[config.mk]
export PLATFORM = sky130hd
export DESIGN_NAME = procb_thread_out_addr
export DESIGN_NICKNAME = d
export VERILOG_FILES = /design/src/rtl/procb_thread_out_addr.sv
export SDC_FILE = /design/constraint.sdc
export NUM_CORES = 1
export LEC_CHECK = 0
export CELL_PAD_IN_SITES_DETAIL_PLACEMENT = 1
export CELL_PAD_IN_SITES_GLOBAL_PLACEMENT = 2
export CORE_MARGIN = 3
export CORE_UTILIZATION = 41
export CTS_BUF_LIST = sky130_fd_sc_hd__clkbuf_8
export DETAILED_ROUTE_END_ITERATION = 8
export PLACE_DENSITY_LB_ADDON = 0.2
export RECOVER_POWER = 25
export SLEW_MARGIN = 20
export SYNTH_ARGS = -nofsm -noshare
export SYNTH_HDL_FRONTEND = slang
export SYNTH_SLANG_ARGS = --single-unit
[constraint.sdc]
create_clock -name CLK -period 8.6 [get_ports CLK]
set_clock_uncertainty 0.2 [all_clocks]
set_input_delay 1.29 -clock CLK [delete_from_list [all_inputs] [get_ports CLK]]
set_output_delay 1.29 -clock CLK [all_outputs]
set_load 0.03 [all_outputs]
[src/rtl/procb_thread_out_addr.sv]
// Output-side thread addressing for process_bytes: collects per-thread "done" events from the
// SHA512 cores and releases finished threads to the readout logic in strict issue order.
module procb_thread_out_addr #(
  parameter int N_CORES       = 4,
  parameter int N_CORES_MSB   = $clog2(N_CORES) - 1,
  parameter int N_THREADS     = 4 * N_CORES,
  parameter int N_THREADS_MSB = $clog2(N_THREADS) - 1
) (
  input  logic                     CLK,
  input  logic                     reset,
  input  logic                     thread_done,
  input  logic [N_THREADS_MSB:0]   thread_done_num,
  output logic                     out_valid,
  output logic [N_THREADS_MSB:0]   out_thread_num,
  input  logic                     out_accept,
  output logic [N_THREADS_MSB+1:0] pending_cnt,
  output logic                     err
);

  localparam int N_CC = 2 * N_CORES;
  localparam int CC_W = N_CORES_MSB + 2;
  localparam int PC_W = N_THREADS_MSB + 2;

  logic [N_THREADS-1:0] r_done_flags;
  logic [N_THREADS-1:0] w_done_flags_nxt;
  logic [CC_W-1:0]      r_core_ctx_ptr;
  logic [N_CC-1:0]      r_seq_exp;
  logic [PC_W-1:0]      r_pending_cnt;
  logic                 r_out_valid;
  logic                 r_err;

  logic [N_THREADS_MSB:0] w_out_num;
  logic                   w_accept;
  logic                   w_bad_accept;
  logic                   w_done_new;
  logic                   w_done_dup;

  // Thread number is {core_ctx, seq}; the expected seq bit of the current core_ctx fills the LSB.
  assign w_out_num    = {r_core_ctx_ptr, r_seq_exp[r_core_ctx_ptr]};
  assign w_accept     = out_accept & r_out_valid;
  assign w_bad_accept = out_accept & ~r_out_valid;
  // A done landing on an accepted thread in the same cycle sees its flag still set -> duplicate.
  assign w_done_dup   = thread_done &  r_done_flags[thread_done_num];
  assign w_done_new   = thread_done & ~r_done_flags[thread_done_num];

  always_comb begin
    // NOTE: assign a default first so every path writes the variable and no latch is inferred.
    w_done_flags_nxt = r_done_flags;
    if (w_accept)
      w_done_flags_nxt[w_out_num] = 1'b0;
    if (w_done_new)
      w_done_flags_nxt[thread_done_num] = 1'b1;
  end

  always_ff @(posedge CLK) begin
    if (reset) begin
      // NOTE: seq_exp is a flop vector rather than RAM precisely so every bit can be reset here.
      r_done_flags   <= '0;
      r_core_ctx_ptr <= '0;
      r_seq_exp      <= '0;
      r_pending_cnt  <= '0;
      r_out_valid    <= 1'b0;
      r_err          <= 1'b0;
    end else begin
      // NOTE: non-blocking assignments so every right-hand side sees pre-edge state.
      r_done_flags  <= w_done_flags_nxt;
      r_pending_cnt <= r_pending_cnt + PC_W'(w_done_new) - PC_W'(w_accept);
      r_out_valid   <= w_accept ? 1'b0 : r_done_flags[w_out_num];
      if (w_done_dup || w_bad_accept)
        r_err <= 1'b1;
      if (w_accept) begin
        r_seq_exp[r_core_ctx_ptr] <= ~r_seq_exp[r_core_ctx_ptr];
        r_core_ctx_ptr <= (r_core_ctx_ptr == CC_W'(N_CC - 1)) ? '0
                                                               : r_core_ctx_ptr + CC_W'(1);
      end
    end
  end

  assign out_valid      = r_out_valid;
  assign out_thread_num = w_out_num;
  assign pending_cnt    = r_pending_cnt;
  assign err            = r_err;

endmodule

**After elaboration in Yosys (flattened, before gate mapping)**

Cells that the tools add are included.

- Divide/modulo/power cells: 0
- Eq/ne operators: 1
- $lt $le $gt $ge: 6
- Add/sub/neg operators: 3
- Reduce and logical (&&, ||, !) cells: 5
- Shifts and indexed selects: 0
- Bitwise logic cells: 10
- Multiply operators: 0
- Muxes and demuxes: 16

Operators with widths:

| kind | number |
|---|---|
| 16-bit two-way mux | 2 |
| 16-bit AND | 1 |
| 16-bit inverter | 1 |
| 16-bit bitwise OR | 1 |
| 4-bit by 5-bit < comparator with 1-bit output (second input constant) | 2 |
| 1-bit binary-select mux with 4-bit select | 2 |
| 8-bit bitwise mux | 1 |
| 1-bit demux with 4-bit select | 2 |
| 4-bit by 1-bit greater-or-equal comparator with 1-bit output (second input constant) | 2 |
| 1-bit two-way mux | 6 |
| 5-bit by 1-bit adder with 5-bit output | 1 |
| 5-bit by 1-bit subtractor with 5-bit output | 1 |
| 1-bit AND | 4 |
| 3-bit by 4-bit < comparator with 1-bit output (second input constant) | 1 |
| 3-bit by 1-bit adder with 3-bit output (second input constant) | 1 |
| 1-bit binary-select mux with 3-bit select | 1 |
| 1-bit demux with 3-bit select | 1 |
| 3-bit equality test (second input constant) | 1 |
| 3-bit by 1-bit greater-or-equal comparator with 1-bit output (second input constant) | 1 |
| 1-bit logical AND | 3 |
| 3-bit two-way mux | 1 |
| 1-bit inverter | 3 |
| 2-bit OR reduction | 1 |
| 1-bit logical OR | 1 |

- Flip-flop bits (word level): 34
- Word-level logic and storage cells: 47
- Bits in latches: 0
- RAM bits: 0
- Output and inout bits: 11
- Memories: 0
- Bits in read-only memories: 0
- Input port bits: 8

**Longest topological paths before layout**

- Depth in word-level cells: 11
- Gate-level depth with buffers: 15
- Gate-level depth less buffers: 13

**Worst setup path after synthesis**

No wires, ideal clock.

- Kind: input -> register
- Start point: input port thread_done_num[1]
- End point: register r_pending_cnt[4], in the netlist pending_cnt[4]
- Data required time: 8.269 ns
- Stages: 15
- Slack: 4.813 ns
- Setup time: 0.131 ns
- Buffers on the path: 2
- Data arrival time: 3.456 ns
- Cells stage by stage: buf_4 > buf_2 > mux2i_1 > a22oi_1 > nand4_1 > o211ai_1 > ha_1 > inv_1 > ha_1 > inv_1 > fa_1 > nor2b_1 > o21ai_0 > a21oi_1 > nor3b_1

- Word-level cells in the longest chain between the ends: 6

Ends and longest elaborated chain:

| what | line | text |
|---|---|---|
| start, declared | 12 | `input logic [N_THREADS_MSB:0] thread_done_num,` |
| 1-bit binary-select mux with 4-bit select | 44 | `assign w_done_new = thread_done & ~r_done_flags[thread_done_num];` |
| 1-bit two-way mux (not written as such) | 44 |  |
| 1-bit inverter | 44 |  |
| 1-bit AND | 44 |  |
| 5-bit by 1-bit adder with 5-bit output | 67 | `r_pending_cnt <= r_pending_cnt + PC_W'(w_done_new) - PC_W'(w_accept);` |
| 5-bit by 1-bit subtractor with 5-bit output | 67 |  |
| end signal, assigned | 67 |  |
| end, declared | 28 | `logic [PC_W-1:0] r_pending_cnt;` |

No other way between the ends. The select of a mux whose other input is x is not followed.
A chain may end at the register's enable or synchronous reset.

**Worst setup path after layout**

Ends and elaborated chain as after synthesis.

==> results.md <==
- The number of gates resized after cts is 0.
- The number of vias per cell after detailed routing is 5.85.
- The count of clock tree sinks is 34.
- The H-tree was split into 2 levels.
- The first global-routing pass estimated 8140 um of wire.
- The final count of pins violating max slew is 0.
- The die extent in y is 75.4 um.
- The count of input and output buffers is 18.
- The die is 75.4 um wide.
- The number of setup buffers added after CTS is 0.
- In this run the tightest slew margin relative to its limit is 0.482.
- The average detailed-routed wire length per instance is 18.3 um.
- In this run the worst setup path begins at thread_done_num[1].
- In this run, distinct cell masters in the synthesized netlist total 45.
- The shortest clock period the worst path allows after layout is 4500 ps.
- The post-synthesis sequential area ratio is 0.345.
- The cell chosen for the clock root is sky130_fd_sc_hd__clkbuf_8.
- The register area is 681 um^2.
- The reg2reg setup slack is 5700 ps.
- The initial antenna violation count is 0.
- The instance count after placement with tap cells included is 260.
- The setup total negative slack is 0 ps.
- The kind of start point of the critical path is an input port.
- The final weighted congestion of routability-driven global placement is 0.793.
- For met3 alone, demand over resource in global routing was 0.0317.
- For this block, the initial DRC count from the detailed router was 45.
- The arrival time of the worst setup path is 4510 ps.
- For this run, design rule violations remaining after detail routing come to 0.
- The number of nets in the layout is 231.
- The standby leakage power is 0.845 nW.
- After synthesis the cells add up to 1970 um^2.
- Across the run, the number of max-cap violations was 0.
- The standard-cell row count is 24.
- After detailed routing, the total wire length is 4920 um.
- The most critical setup path has its endpoint at pending_cnt[4].
- 19 I/O pins were placed.
- The global route total overflow is 0.
- The analysis attributes to net switching a power of 0.115 mW.
- Setup violations remaining at the end of the flow were counted as 0.
- The share of power burned in the clock network is 0.350.
- The flow ran to the end, and the final reports show no timing, DRC or antenna violations.
- The type of the worst min-delay path is reg2reg.
- The critical path's slowest cell is sky130_fd_sc_hd__clkdlybuf4s50_1.
- The sequential cell fraction of total power is 0.434.
- The final hold violation count came to 0.
- The via count of the first global-routing pass is 1639.
- The total area of multi-input combinational cells is 1150 um^2.
- Counting the buffers created by CTS gives 5.
- Entering global routing, the biggest net connects 29 pins.
- In the synthesized netlist the async set-or-reset flop fraction comes to 0.
- The post-DP HPWL is 3770 um.
- The post-route non-filler standard cell count is 268.
- The actual transition at the worst max-transition pin is 776 ps.
- Counting the fill cells in the layout gives 511.
- The maximum ir drop on the vdd rail is 96.5 uV.
- Clock-pin slew was measured on the worst setup and hold paths at 70 ps.
- The peak-usage layer in the global routing report is met2.
- For this run, global-route usage on met1 was measured as 0.234.
- For the worst flop-to-flop path, the logic depth is 12.
- The floorplan step defined a die boundary enclosing 5680 um^2.
- The total of warnings raised by yosys is 0.
- The clock latency at the later pin of the worst-skew pair is 290 ps.
- STA puts the critical path data required time at 8610 ps.
- For this configuration, the core starts out at a cell density of 0.438.
- The internal power contribution is 0.285 mW.
- The first-pass iteration count of the detailed router is 4.
- Yosys mapped a number of flops with a built-in enable equal to 0.
- The repair_antennas step left the layout with diodes totalling 0.
- Among all flip-flop cells after synthesis, the most frequent one is sky130_fd_sc_hd__dfxtp_1.
- The via count is 1567.
- The remaining antenna violation count is 0.
- The destination of the worst register-to-register timing path is pending_cnt[4].
- Counting every instance in the synthesized netlist gives 201.
- Setup repair after global routing left no endpoint under its margin.
- Along the worst path, the maximum fanout reaches 14.
- For met2 alone, demand over resource in global routing was 0.338.
- Across every metal layer, demand over resource in global routing totals 0.192.
- Compared with the post-synthesis result, the final layout area differs by 14.2%.
- No sink is reached through more buffers than the 2 on the longest clock path.
- The nature of the critical path endpoint is a flop.
- Timing would allow up to 222 MHz.
- The switching share of total power is 0.287.
- The TritonCTS clock tree is built.
- Of the cells placed in the final design, the portion with a size suffix greater than 1 is 0.0972.
- The worst register-to-register path begins at r_done_flags[11].
- The average instance in the mapped netlist occupies 9.82 um^2.
- Of the total power, combinational logic draws 0.216.
- In this run the power density over the cells is 177 nW/um^2.
- The synthesized design contains 34 register bits.
- In the finished design, the share of the clock period the worst path needs comes to 0.523.
- The critical path in this run is classified as in2reg.
- In this run the standard cell core region covers 4500 um^2.
- The net count after synthesis is 217.
- Walking the worst path, the cells encountered are clkdlybuf4s50_1 > mux2i_1 > mux4_2 > o211ai_1 > ha_1 > inv_1 > ha_1 > inv_1 > fa_1 > nor2b_1 > o21ai_0 > nand3_1 > nor3b_1.
- The largest stage delay on the critical path is 880 ps.
- The number of hold-repair buffers added at the cts stage is 0.
-- synth_stat cells, types with 4 or more instances --
master	count	area [um^2]
sky130_fd_sc_hd__mux4_1	4	105
sky130_fd_sc_hd__nand2_1	16	60.1
sky130_fd_sc_hd__o21a_1	8	60.1
sky130_fd_sc_hd__inv_1	16	60.1
sky130_fd_sc_hd__a21oi_1	7	35.0
sky130_fd_sc_hd__mux2i_1	8	80.1
sky130_fd_sc_hd__nor2_1	9	33.8
sky130_fd_sc_hd__clkbuf_1	6	22.5
sky130_fd_sc_hd__and2b_1	4	30.0
sky130_fd_sc_hd__ha_1	7	87.6
sky130_fd_sc_hd__a21oi_4	6	97.6
sky130_fd_sc_hd__o2bb2ai_1	6	52.6
sky130_fd_sc_hd__o32ai_1	5	43.8
sky130_fd_sc_hd__nand3_1	7	35.0
sky130_fd_sc_hd__nor2b_1	9	56.3
sky130_fd_sc_hd__dfxtp_1	34	681
sky130_fd_sc_hd__nor3_1	5	25.0
-- power groups by stage --
| stage | clock network, mW | registers (mW) | logic, mW |
|---|---|---|---|
| floorplan | 0 | 0.190 | 0.0462 |
| global placement | 0 | 0.177 | 0.0848 |
| detailed placement | 0 | 0.177 | 0.0881 |
| CTS | 0.144 | 0.174 | 0.0884 |
| global route | 0.150 | 0.175 | 0.0967 |
| finish | 0.140 | 0.173 | 0.0865 |
-- per-layer routing --
layer  wire length [um]  up-vias  share of wire
li1                   -      758              -
met1               2190      781           0.45
met2               2550       22           0.52
met3                112        6          0.023
met4                 61        0          0.012
met5                  0        -              0
-- cell usage in the layout (no fill, tap or decap), drive strengths merged, types with 2 or more instances in the layout --
master / netlist / routed
a21oi: 13 / 13
and2: 2 / 2
dfxtp: 34 / 34
and3b: 2 / 2
mux4: 7 / 7
o2bb2ai: 6 / 6
clkdlybuf4s50: 0 / 15
xor2: 2 / 2
clkbuf: 6 / 8
inv: 16 / 16
nor3b: 3 / 3
nand3: 7 / 7
o32ai: 5 / 5
mux2i: 8 / 8
o21ai: 6 / 6
nand4: 2 / 2
o21a: 8 / 8
nand2: 16 / 16
nor2b: 9 / 9
dlygate4sd3: 0 / 3
ha: 7 / 7
and2b: 4 / 4
nor3: 5 / 5
nor2: 9 / 9
o211ai: 4 / 4
-- worst min-delay path by stage --
stage	startpoint	end	slack, ps	cells past startpoint
floorplan	r_seq_exp[2]	r_seq_exp[2]	240	1
global placement	r_seq_exp[6]	r_seq_exp[6]	250	1
detailed placement	r_seq_exp[6]	r_seq_exp[6]	260	1
CTS	r_seq_exp[6]	r_seq_exp[6]	270	1
global route	r_seq_exp[6]	r_seq_exp[6]	280	1
finish	r_seq_exp[6]	r_seq_exp[6]	260	1
-- flip-flops by register name (all words and copies together) (netlist names) --
register	count
r_done_flags	16
out_valid	1
err	1
r_core_ctx_ptr	3
pending_cnt	5
r_seq_exp	8
-- stage by stage --
step	power (mW)	hold WS, ps	util	cell area (um^2)	setup WS, ps
after floorplan	0.236	235	-	1970	4810
after global placement	0.261	246	0.477	2150	3960
after detailed placement	0.266	256	0.477	2150	3780
after CTS	0.406	272	0.502	2260	4080
after global routing	0.421	282	0.500	2250	3830
final	0.400	264	0.500	2250	4100
-- layout make-up --
cell class,instances,area share
well taps,52,0.0289
inverters,16,0.0267
multi-input cells,139,0.510
clock buffers,8,0.0489
repair buffers,19,0.0833
flip-flops and latches,34,0.302
-- worst max-delay path, delay by kind of cell --
kind | cells | cell delay (ps)
muxes | 2 | 700
adders and majority gates | 3 | 800
buffers and inverters | 3 | 1000
AOI/OAI and AO/OA | 2 | 310
and+or+nand+nor | 3 | 410
-- logic make-up after synthesis --
logic type | count (synthesis) | synth area share
simple gates | 63 | 0.169
xor+xnor | 2 | 0.00888
flops | 34 | 0.345
compound gates | 50 | 0.217
fa+ha+maj | 8 | 0.0545
mux | 16 | 0.136
buf+inv | 28 | 0.0691
Note: power is estimated with default switching activity, not from simulation.
